$ cat config.mk
export PLATFORM = sky130hd
export DESIGN_NAME = instr_fetch_seq_flat
export DESIGN_NICKNAME = d
export VERILOG_FILES = /design/src/rtl/instr_fetch_seq_if.sv /design/src/rtl/instr_fetch_seq.sv /design/src/flat_wrapper.sv
export SDC_FILE = /design/constraint.sdc
export NUM_CORES = 1
export LEC_CHECK = 0
export ABC_AREA = 0
export CAP_MARGIN = 5
export CORE_UTILIZATION = 30
export DETAILED_ROUTE_END_ITERATION = 7
export PLACE_DENSITY = 0.61
export SETUP_SLACK_MARGIN = 0.3
export SLEW_MARGIN = 20
export SYNTH_ARGS = -nofsm -noshare
export SYNTH_HDL_FRONTEND = slang
export SYNTH_SLANG_ARGS = --single-unit
$ cat constraint.sdc
create_clock -name CLK -period 2.4 [get_ports CLK]
set_clock_uncertainty 0.1 [all_clocks]
set_input_delay 0.36 -clock CLK [delete_from_list [all_inputs] [get_ports CLK]]
set_output_delay 0.36 -clock CLK [all_outputs]
set_load 0.005 [all_outputs]
$ cat src/rtl/instr_fetch_seq_if.sv
// Handshake/bus bundle between the fetch sequencer, control FSM, PC register and instruction memory.
// slave = sequencer side, master = surrounding core / memory side.
interface instr_fetch_seq_if #(
  parameter int unsigned CNT_W = 16
);
  logic             fetch_start;
  logic [31:0]      PC_Cur;
  logic [31:0]      mem_addr;
  logic             mem_req;
  logic             mem_ack;
  logic [31:0]      mem_rdata;
  logic [31:0]      IR_Out;
  logic             ir_valid;
  logic [31:0]      PC_Next;
  logic             PC_Wr;
  logic             busy;
  logic             addr_err;
  logic             fetch_err;
  logic [CNT_W-1:0] fetch_cnt;

  modport slave (
    input  fetch_start, PC_Cur, mem_ack, mem_rdata,
    output mem_addr, mem_req, IR_Out, ir_valid, PC_Next, PC_Wr,
           busy, addr_err, fetch_err, fetch_cnt
  );

  modport master (
    output fetch_start, PC_Cur, mem_ack, mem_rdata,
    input  mem_addr, mem_req, IR_Out, ir_valid, PC_Next, PC_Wr,
           busy, addr_err, fetch_err, fetch_cnt
  );
endinterface

$ cat src/rtl/instr_fetch_seq.sv
// Instruction fetch sequencer: IDLE -> REQ -> DONE, latches IR and produces PC+4 with a PC_Wr pulse.
// Optional ack timeout built only when FETCH_TIMEOUT_EN is defined.
module instr_fetch_seq #(
  parameter int unsigned TIMEOUT_CYC = 64,
  parameter int unsigned CNT_W       = 16
) (
  input logic              CLK,
  input logic              Reset,
  instr_fetch_seq_if.slave bus
);

  typedef enum logic [1:0] {S_IDLE, S_REQ, S_DONE} state_t;

  state_t           state_q, state_d;
  logic [31:0]      mem_addr_q, mem_addr_d;
  logic             mem_req_q, mem_req_d;
  logic [31:0]      ir_q, ir_d;
  logic [31:0]      pc_next_q, pc_next_d;
  logic             ir_valid_q, ir_valid_d;
  logic             pc_wr_q, pc_wr_d;
  logic             busy_q, busy_d;
  logic             addr_err_q, addr_err_d;
  logic             fetch_err_q, fetch_err_d;
  logic [CNT_W-1:0] cnt_q, cnt_d;

`ifdef FETCH_TIMEOUT_EN
  logic [15:0] wait_q, wait_d;
  logic        timeout;
  // wait_q counts ack-less REQ edges already seen; this edge is the TIMEOUT_CYC-th one
  assign timeout = (wait_q == 16'(TIMEOUT_CYC - 1));
`endif

  always_comb begin
    state_d     = state_q;
    mem_addr_d  = mem_addr_q;
    mem_req_d   = mem_req_q;
    ir_d        = ir_q;
    pc_next_d   = pc_next_q;
    ir_valid_d  = 1'b0;
    pc_wr_d     = 1'b0;
    addr_err_d  = 1'b0;
    fetch_err_d = 1'b0;
    cnt_d       = cnt_q;
`ifdef FETCH_TIMEOUT_EN
    wait_d      = wait_q;
`endif
    case (state_q)
      S_IDLE: begin
        if (bus.fetch_start) begin
          if (bus.PC_Cur[1:0] != 2'b00) begin
            addr_err_d = 1'b1;
          end else begin
            mem_addr_d = bus.PC_Cur;
            mem_req_d  = 1'b1;
            state_d    = S_REQ;
`ifdef FETCH_TIMEOUT_EN
            wait_d     = 16'd0;
`endif
          end
        end
      end
      S_REQ: begin
        // ack wins over a timeout landing on the same edge
        if (bus.mem_ack) begin
          ir_d       = bus.mem_rdata;
          pc_next_d  = mem_addr_q + 32'd4;
          mem_req_d  = 1'b0;
          ir_valid_d = 1'b1;
          pc_wr_d    = 1'b1;
          state_d    = S_DONE;
        end
`ifdef FETCH_TIMEOUT_EN
        else if (timeout) begin
          mem_req_d   = 1'b0;
          fetch_err_d = 1'b1;
          state_d     = S_IDLE;
        end else begin
          wait_d = wait_q + 16'd1;
        end
`endif
      end
      S_DONE: begin
        if (cnt_q != {CNT_W{1'b1}}) cnt_d = cnt_q + 1'b1;
        state_d = S_IDLE;
      end
      default: begin
        mem_req_d = 1'b0;
        state_d   = S_IDLE;
      end
    endcase
    busy_d = (state_d != S_IDLE);
  end

  always_ff @(posedge CLK) begin
    if (Reset) begin
      state_q     <= S_IDLE;
      mem_addr_q  <= '0;
      mem_req_q   <= 1'b0;
      ir_q        <= '0;
      pc_next_q   <= '0;
      ir_valid_q  <= 1'b0;
      pc_wr_q     <= 1'b0;
      busy_q      <= 1'b0;
      addr_err_q  <= 1'b0;
      fetch_err_q <= 1'b0;
      cnt_q       <= '0;
`ifdef FETCH_TIMEOUT_EN
      wait_q      <= '0;
`endif
    end else begin
      state_q     <= state_d;
      mem_addr_q  <= mem_addr_d;
      mem_req_q   <= mem_req_d;
      ir_q        <= ir_d;
      pc_next_q   <= pc_next_d;
      ir_valid_q  <= ir_valid_d;
      pc_wr_q     <= pc_wr_d;
      busy_q      <= busy_d;
      addr_err_q  <= addr_err_d;
      fetch_err_q <= fetch_err_d;
      cnt_q       <= cnt_d;
`ifdef FETCH_TIMEOUT_EN
      wait_q      <= wait_d;
`endif
    end
  end

  assign bus.mem_addr  = mem_addr_q;
  assign bus.mem_req   = mem_req_q;
  assign bus.IR_Out    = ir_q;
  assign bus.ir_valid  = ir_valid_q;
  assign bus.PC_Next   = pc_next_q;
  assign bus.PC_Wr     = pc_wr_q;
  assign bus.busy      = busy_q;
  assign bus.addr_err  = addr_err_q;
  assign bus.fetch_err = fetch_err_q;
  assign bus.fetch_cnt = cnt_q;

endmodule

$ cat src/flat_wrapper.sv
// flat-port wrapper written by rule: the top's interface ports become plain ports
module instr_fetch_seq_flat 
#(
  parameter int unsigned TIMEOUT_CYC = 64,
  parameter int unsigned CNT_W       = 16
)
  (CLK, Reset, bus_fetch_start, bus_PC_Cur, bus_mem_ack, bus_mem_rdata, bus_mem_addr, bus_mem_req, bus_IR_Out, bus_ir_valid, bus_PC_Next, bus_PC_Wr, bus_busy, bus_addr_err, bus_fetch_err, bus_fetch_cnt);
  instr_fetch_seq_if #(.CNT_W(CNT_W)) bus_i ();
  input logic CLK;
  input logic Reset;
  input wire logic [$bits(bus_i.fetch_start)-1:0] bus_fetch_start;
  input wire logic [$bits(bus_i.PC_Cur)-1:0] bus_PC_Cur;
  input wire logic [$bits(bus_i.mem_ack)-1:0] bus_mem_ack;
  input wire logic [$bits(bus_i.mem_rdata)-1:0] bus_mem_rdata;
  output wire logic [$bits(bus_i.mem_addr)-1:0] bus_mem_addr;
  output wire logic [$bits(bus_i.mem_req)-1:0] bus_mem_req;
  output wire logic [$bits(bus_i.IR_Out)-1:0] bus_IR_Out;
  output wire logic [$bits(bus_i.ir_valid)-1:0] bus_ir_valid;
  output wire logic [$bits(bus_i.PC_Next)-1:0] bus_PC_Next;
  output wire logic [$bits(bus_i.PC_Wr)-1:0] bus_PC_Wr;
  output wire logic [$bits(bus_i.busy)-1:0] bus_busy;
  output wire logic [$bits(bus_i.addr_err)-1:0] bus_addr_err;
  output wire logic [$bits(bus_i.fetch_err)-1:0] bus_fetch_err;
  output wire logic [$bits(bus_i.fetch_cnt)-1:0] bus_fetch_cnt;
  assign bus_i.fetch_start = bus_fetch_start;
  assign bus_i.PC_Cur = bus_PC_Cur;
  assign bus_i.mem_ack = bus_mem_ack;
  assign bus_i.mem_rdata = bus_mem_rdata;
  assign bus_mem_addr = bus_i.mem_addr;
  assign bus_mem_req = bus_i.mem_req;
  assign bus_IR_Out = bus_i.IR_Out;
  assign bus_ir_valid = bus_i.ir_valid;
  assign bus_PC_Next = bus_i.PC_Next;
  assign bus_PC_Wr = bus_i.PC_Wr;
  assign bus_busy = bus_i.busy;
  assign bus_addr_err = bus_i.addr_err;
  assign bus_fetch_err = bus_i.fetch_err;
  assign bus_fetch_cnt = bus_i.fetch_cnt;
  instr_fetch_seq #(.TIMEOUT_CYC(TIMEOUT_CYC), .CNT_W(CNT_W)) u_core (.CLK(CLK), .Reset(Reset), .bus(bus_i));
endmodule
==> results of run 1 <==
-- path summary, 6_finish.rpt --
| path | cells past startpoint | end | slack, ns |
|---|---|---|---|
| max | 6 | u_core.bus.PC_Next[26] | 0.33 |
| min | 2 | u_core.bus.mem_addr[26] | 0.29 |
| max reg2reg | 6 | u_core.bus.PC_Next[26] | 0.33 |
| min reg2reg | 2 | u_core.bus.IR_Out[9] | 0.35 |
-- per-layer routing --
| layer | up-vias | track usage, % | wire, um |
|---|---|---|---|
| met5 | - | 0 | 0 |
| met2 | 164 | 30.2 | 7570 |
| li1 | 2576 | - | - |
| met1 | 2381 | 25.6 | 7590 |
| met4 | 0 | 8.17 | 304 |
| met3 | 20 | 4.24 | 999 |
-- power by group through the flow --
stage | sequential [W] | clock, W | combinational [W]
CTS | 0.00204 | 0.00270 | 0.000361
finish | 0.00204 | 0.00266 | 0.000362
detailed placement | 0.00209 | 0 | 0.000356
global placement | 0.00208 | 0 | 0.000354
global route | 0.00205 | 0.00279 | 0.000393
floorplan | 0.00208 | 0 | 0.000120
-- flip-flops by register name, summed over array words and instances (netlist names) --
name,count
u_core.bus.fetch_cnt,16
u_core.bus.mem_req,1
u_core.bus.IR_Out,32
u_core.bus.ir_valid,1
u_core.bus.busy,1
u_core.bus.mem_addr,32
u_core.bus.addr_err,1
u_core.bus.PC_Next,32
u_core.state_q,2
-- cell type report --
class / count / area, um^2 / area share (%)
clock buffer: 19 / 443 / 5.67
clock inverter: 13 / 179 / 2.29
sequential: 118 / 2390 / 30.6
tap: 216 / 270 / 3.46
timing repair buffer: 209 / 2040 / 26.1
multi-input combinational: 454 / 2480 / 31.7
inverter: 4 / 15.0 / 0.192
-- cells in the mapped netlist (all sizes together), types with 2 or more instances --
cell,n
nand2,148
dfxtp,118
nand4,13
inv,4
a211oi,13
buf,10
nor2b,2
nand3b,3
a21oi,76
ha,2
xor2,5
o21a,3
and2,3
nand3,22
clkbuf,32
and3,11
xnor2,7
o31ai,9
o311ai,3
or2,2
or3,11
o21ai,13
o31a,3
o41ai,3
nor4,15
nor3,7
a311oi,11
or4,12
a22oi,2
and4,6
nor2,37
-- repair_timing --
| item | in CTS | in global routing |
|---|---|---|
| setup endpoints to repair | 5 | 10 |
| pin swaps | 3 | 4 |
| gates resized for setup | 9 | 16 |
| cloned | 0 | 0 |
| buffers inserted | 5 | 3 |
-- logic make-up (layout without fill, tap and decap cells) --
group	count (synthesis)	after routing
other	1	1
AND/OR/NAND/NOR	298	298
adder cells (fa/ha/maj)	2	2
AO/OA/AOI/OAI	140	140
multiplexers	1	1
buffers and inverters	46	245
flip-flops	118	118
XOR/XNOR	12	12
-- per-stage QoR --
stage	hold slack, ns	worst slack, ns	power [W]	util (%)	instance area, um^2
2_1_floorplan	0.353	0.336	0.00220	-	5030
3_3_place_gp	0.342	0.183	0.00244	44.1	7080
3_5_place_dp	0.349	0.182	0.00244	44.1	7080
4_1_cts	0.286	0.278	0.00510	48.3	7750
5_1_grt	0.315	0.313	0.00524	48.7	7820
6_report	0.294	0.331	0.00506	48.7	7820
==> impl_metrics.csv, run 1 <==
group,metric,value,unit
finish,layout.cells.non_filler,1033,
finish,fill_cells,1518,
clock_network,htreeDepth,4,
placement,port_buffers,184,
floorplan,ios,186,
clock_network,cts_inserted_buffers,17,
floorplan,fp-row-count,46,
logic_synthesis,synth-seq-cells,118,
clock_network,clk_latency,0.41,ns
floorplan,initial_core_util,31.2,%
power,intPower,0.00397,W
finish,final_common_cell,"clkdlybuf4s50_1",
min_path,worst_hold_path_type,"input port to flop",
floorplan,fp.dieH,131,um
power,switchingPower,0.00109,W
critical_path,crit_start,"u_core.bus.mem_addr[2]",
placement,gp_congestion,0.848,
logic_synthesis,ys_seq_area_share,47.2,%
route,num_vias,5141,
power,p_leak,2.55,nW
critical_path,crit_required,2.60,ns
logic_synthesis,ys.flop_type,"dfxtp_1",
finish,diodes,0,
grt,track_usage,19.3,%
logic_synthesis,ys_types,51,
finish,drive_above_1_share,11.3,%
min_path,holdCritStartpoint,"Reset",
logic_synthesis,synth_cells,618,
logic_synthesis,async_reset_ff_share,0,%
clock_network,clk_pin_slew,0.06,ns
finish,final_cell_mix,"clkdlybuf4s50_1 (183), nand2_1 (148), dfxtp_1 (103)",
clock_network,clockBufferDepth,2,
grt,first_global_vias,4892,
placement,hpwl,11.9,mm
clock_network,clock_sinks,118,
critical_path,cp_top_family,"simple AND/OR/NAND/NOR gates",
placement,dpl.cell_count,993,
logic_synthesis,synth_warnings,0,
sta,setup_violations,0,
critical_path,path_cells,"ha_4, nand4_4, or4_4, buf_4, o31a_2, nor4_1",
sta,period_needed,2.07,ns
grt,antenna_found_initial,0,
finish,area_delta_synth_final,56.2,%
power,ir_worst_vdd,0.495,mV
route,routed_via_density,4.98,
critical_path,crit_path_start_kind,"flop",
logic_synthesis,yosys-top-cells-area,"dfxtp_1 (47%), nand2_1 (11%), a21oi_1 (7.6%), nor2_1 (2.8%), clkbuf_1 (2.3%)",
critical_path,path_class,"flop to flop",
finish,nNetsFinal,874,
sta,rsz0062_at_grt,"no",
power,pwr-share-seq,40.4,%
power,powerDensity,648,nW/um^2
logic_synthesis,yosysTopAreaCellShare,47.2,%
clock_network,cts_root_buffer,"clkbuf_16",
critical_path,crit_slowest_cell,"or4_4",
power,p_sw_share,21.6,%
sta,finalHoldViolCount,0,
logic_synthesis,syn_area,5000,um^2
logic_synthesis,synth_top_family_by_area,"simple AND/OR/NAND/NOR gates",
route,ant_nets,0,
power,p_clk_share,52.5,%
flow_run,maxCapViolCount,0,
critical_path,cp_slowest_stage_delay,0.46,ns
sta,final.period_utilization,86.2,%
logic_synthesis,syn_nets,688,
grt,globalRouteOverflowTotal,0,
logic_synthesis,synth.largest_area_cell,"dfxtp_1",
critical_path,cp_data_arrival_time,2.27,ns
route,drtPass1Iterations,4,
clock_network,cts-hold-fix-buffers,0,
logic_synthesis,yosys.area_share.adder,0.500,%
logic_synthesis,syn-mean-instance-area,8.10,um^2
floorplan,die_x,131,um
power,pwr-share-comb,7.1,%
sta,max_freq,483,MHz
sta,finalSetupTns,0,ns
floorplan,die_area,17200,um^2
logic_synthesis,synth_edf_count,0,
logic_synthesis,synth_xor_area_share,2.10,%
logic_synthesis,synth_mux_area_share,0.225,%
grt,grt_max_degree,47,
route,drtIter0Drc,253,
route,drt-total-wl,16.5,mm
status,status,"complete, no violations",
floorplan,core,16100,um^2
logic_synthesis,synth-compound-area-share,17.1,%
critical_path,r2r-start,"u_core.bus.mem_addr[2]",
sta,slew_violations,0,
grt,grt_pass1_wl,26.4,mm
critical_path,crit_path_end_kind,"flop",
clock_network,cts_tree,"built",
route,wl_per_cell,15.9,um
critical_path,critPathMaxFanout,4,
route,drc_errors,0,
logic_synthesis,synth-simple-area-share,28.4,%
critical_path,cp_num_buf_inv,1,
No activity file was read; power rests on OpenSTA's default activity.
==> run 2: changes to the inputs <==
--- a/config.mk
+++ b/config.mk
@@ -5,11 +5,11 @@
 export SDC_FILE = /design/constraint.sdc
 export NUM_CORES = 1
 export LEC_CHECK = 0
-export ABC_AREA = 0
+export ABC_AREA = 1
 export CAP_MARGIN = 5
-export CORE_UTILIZATION = 30
+export CORE_UTILIZATION = 41
 export DETAILED_ROUTE_END_ITERATION = 7
-export PLACE_DENSITY = 0.61
+export PLACE_DENSITY = 0.78
 export SETUP_SLACK_MARGIN = 0.3
 export SLEW_MARGIN = 20
 export SYNTH_ARGS = -nofsm -noshare
==> impl_metrics.csv, run 2 <==
group,metric,value,unit
sta,setup_violations,0,
finish,area_delta_synth_final,48.4,%
power,p_clk_share,51.0,%
sta,holdWs,0.357,ns
sta,slew_violations,0,
logic_synthesis,yosysTopAreaCellShare,44.7,%
clock_network,post_cts_resized,0,
clock_network,clk_latency,0.42,ns
grt,track_usage,22.1,%
sta,period_needed,1.89,ns
critical_path,cp_num_buf_inv,1,
grt,grt_pass1_wl,22.8,mm
power,intPower,0.00391,W
grt,first_global_vias,4722,
logic_synthesis,ys_types,29,
finish,diodes,0,
sta,finalHoldViolCount,0,
critical_path,crit_path_end_kind,"output pin",
clock_network,cts_inserted_buffers,17,
critical_path,cp_slowest_stage_delay,0.56,ns
route,drtIter0Drc,369,
logic_synthesis,async_reset_ff_share,0,%
placement,hpwl,10.1,mm
critical_path,rrSetupSlack,0.54,ns
logic_synthesis,ys_seq_area_share,44.7,%
logic_synthesis,syn-mean-instance-area,7.01,um^2
sta,finalSetupTns,0,ns
floorplan,die_x,116,um
grt,globalRouteOverflowTotal,0,
route,num_vias,5314,
sta,max_slew_margin,60.9,%
critical_path,crit_required,1.94,ns
logic_synthesis,syn_area,5290,um^2
placement,placed_cell_area,7250,um^2
floorplan,fp.dieH,116,um
clock_network,post_cts_buffers,0,
logic_synthesis,synth-seq-cells,118,
clock_network,clk_pin_slew,0.06,ns
power,powerDensity,641,nW/um^2
critical_path,crit_slowest_cell,"clkdlybuf4s50_1",
route,wl_per_cell,13.0,um
critical_path,crit_path_start_kind,"flop",
finish,nNetsFinal,1000,
route,routed_via_density,4.77,
floorplan,initial_core_util,41.9,%
status,status,"complete, no violations",
finish,fill_cells,1166,
logic_synthesis,ys.flop_type,"dfxtp_1",
placement,gp_congestion,0.838,
critical_path,path_class,"flop to output pin",
grt,grt_max_degree,53,
critical_path,cp_top_family,"buffers and inverters",
power,p_leak,2.86,nW
finish,final_cell_mix,"nand2_1 (215), clkdlybuf4s50_1 (183), dfxtp_1 (118)",
clock_network,clockBufferDepth,2,
floorplan,die_area,13400,um^2
logic_synthesis,synth_cells,754,
route,drc_errors,0,
power,pwr-share-seq,41.1,%
sta,max_freq,529,MHz
finish,stdcell_area,7850,um^2
power,pwr-share-comb,7.9,%
grt,antenna_found_initial,0,
critical_path,critPathMaxFanout,7,
logic_synthesis,synth_common_cells,"nand2_1 (215), dfxtp_1 (118), a21oi_1 (88), inv_1 (75), nor2_1 (66)",
sta,final.period_utilization,78.7,%
power,ir_worst_vdd,0.452,mV
clock_network,cts-hold-fix-buffers,0,
route,drtPass1Iterations,4,
floorplan,ios,186,
logic_synthesis,synth.largest_area_cell,"dfxtp_1",
logic_synthesis,synth_warnings,0,
clock_network,clock_sinks,118,
clock_network,cts_tree,"built",
placement,port_buffers,184,
sta,max_slew.worst_pin.slew,0.586,ns
placement,dp_slack,0.352,ns
finish,drive_above_1_share,6.68,%
logic_synthesis,synth_edf_count,0,
floorplan,fp-row-count,41,
power,switchingPower,0.00113,W
critical_path,cp_data_arrival_time,1.43,ns
finish,final_common_cell,"nand2_1",
logic_synthesis,post-synth-top-count-cell,"nand2_1",
route,drt-total-wl,14.5,mm
power,p_sw_share,22.4,%
min_path,worst_hold_path_type,"input port to flop",
clock_network,cts_root_buffer,"clkbuf_16",
flow_run,maxCapViolCount,0,
critical_path,path_cells,"clkdlybuf4s50_1",
clock_network,htreeDepth,4,
sta,rsz0062_at_grt,"no",
logic_synthesis,yosys-top-cells-area,"dfxtp_1 (45%), nand2_1 (15%), a21oi_1 (8.3%), inv_1 (5.3%), nor2_1 (4.7%)",
logic_synthesis,syn_nets,824,
sta,setup_ws,0.511,ns
floorplan,core,12600,um^2
route,ant_nets,0,
## run 2: changes by cell type in the layout (fill, tap and decap cells not counted), sizes merged, moves of 12 or more
cell / previous run / this run
buf: 26 / 10
nor4: 15 / 0
a211oi: 13 / 0
o21ai: 13 / 50
inv: 5 / 76
nor2: 37 / 79
a21oi: 76 / 90
nand3: 22 / 41
nand2: 148 / 218
or4: 12 / 0
## run 2: layout make-up
cell class              instances  area [um^2]  area share (%)
clock buffers                  20          447            5.69
clock inverters                12          154            1.96
inverters                      76          285            3.64
multi-input cells             524         2470            31.4
flip-flops and latches        118         2360            30.1
well taps                     172          215            2.74
repair buffers                193         1920            24.4
## run 2: through the flow
stage | utilization [%] | instances | total power [W]
2_1_floorplan | - | 754 | 0.00225
3_3_place_gp | 57.4 | 1083 | 0.00251
3_5_place_dp | 57.4 | 1083 | 0.00251
4_1_cts | 62.2 | 1115 | 0.00508
5_1_grt | 62.2 | 1115 | 0.00521
6_report | 62.2 | 1115 | 0.00503
## run 2: cell families after synthesis
kind of cell	synth area share, %
flip-flops	44.7
buffers and inverters	8.76
adder cells (fa/ha/maj)	0.473
XOR/XNOR	1.99
AO/OA/AOI/OAI	16.3
AND/OR/NAND/NOR	27.7
other	0.0709
## run 2: final timing paths
check / start / end / depth (start not counted)
setup / recovery: u_core.bus.fetch_cnt[0] / bus_fetch_cnt[0] / 1
hold / removal: Reset / u_core.bus.PC_Next[6] / 4
setup reg to reg: u_core.bus.fetch_cnt[0] / u_core.bus.fetch_cnt[3] / 7
hold reg to reg: u_core.bus.mem_req / u_core.bus.mem_req / 2
## run 2: per-layer routing
metal / wire (um) / share of wire (%) / GRT usage (%) / up-vias
li1: - / - / - / 2754
met1: 6670 / 46 / 28.5 / 2406
met2: 6680 / 46 / 34.8 / 139
met3: 910 / 6.3 / 6.85 / 15
met4: 227 / 1.6 / 8.31 / 0
met5: 0 / 0 / 0 / -
## run 2: power by group through the flow
| stage | sequential [W] | clock [W] | combinational, W |
|---|---|---|---|
| final | 0.00207 | 0.00256 | 0.000399 |
| after global routing | 0.00208 | 0.00270 | 0.000438 |
| after CTS | 0.00207 | 0.00261 | 0.000403 |
| after detailed placement | 0.00211 | 0 | 0.000400 |
| after global placement | 0.00211 | 0 | 0.000397 |
| after floorplan | 0.00210 | 0 | 0.000145 |
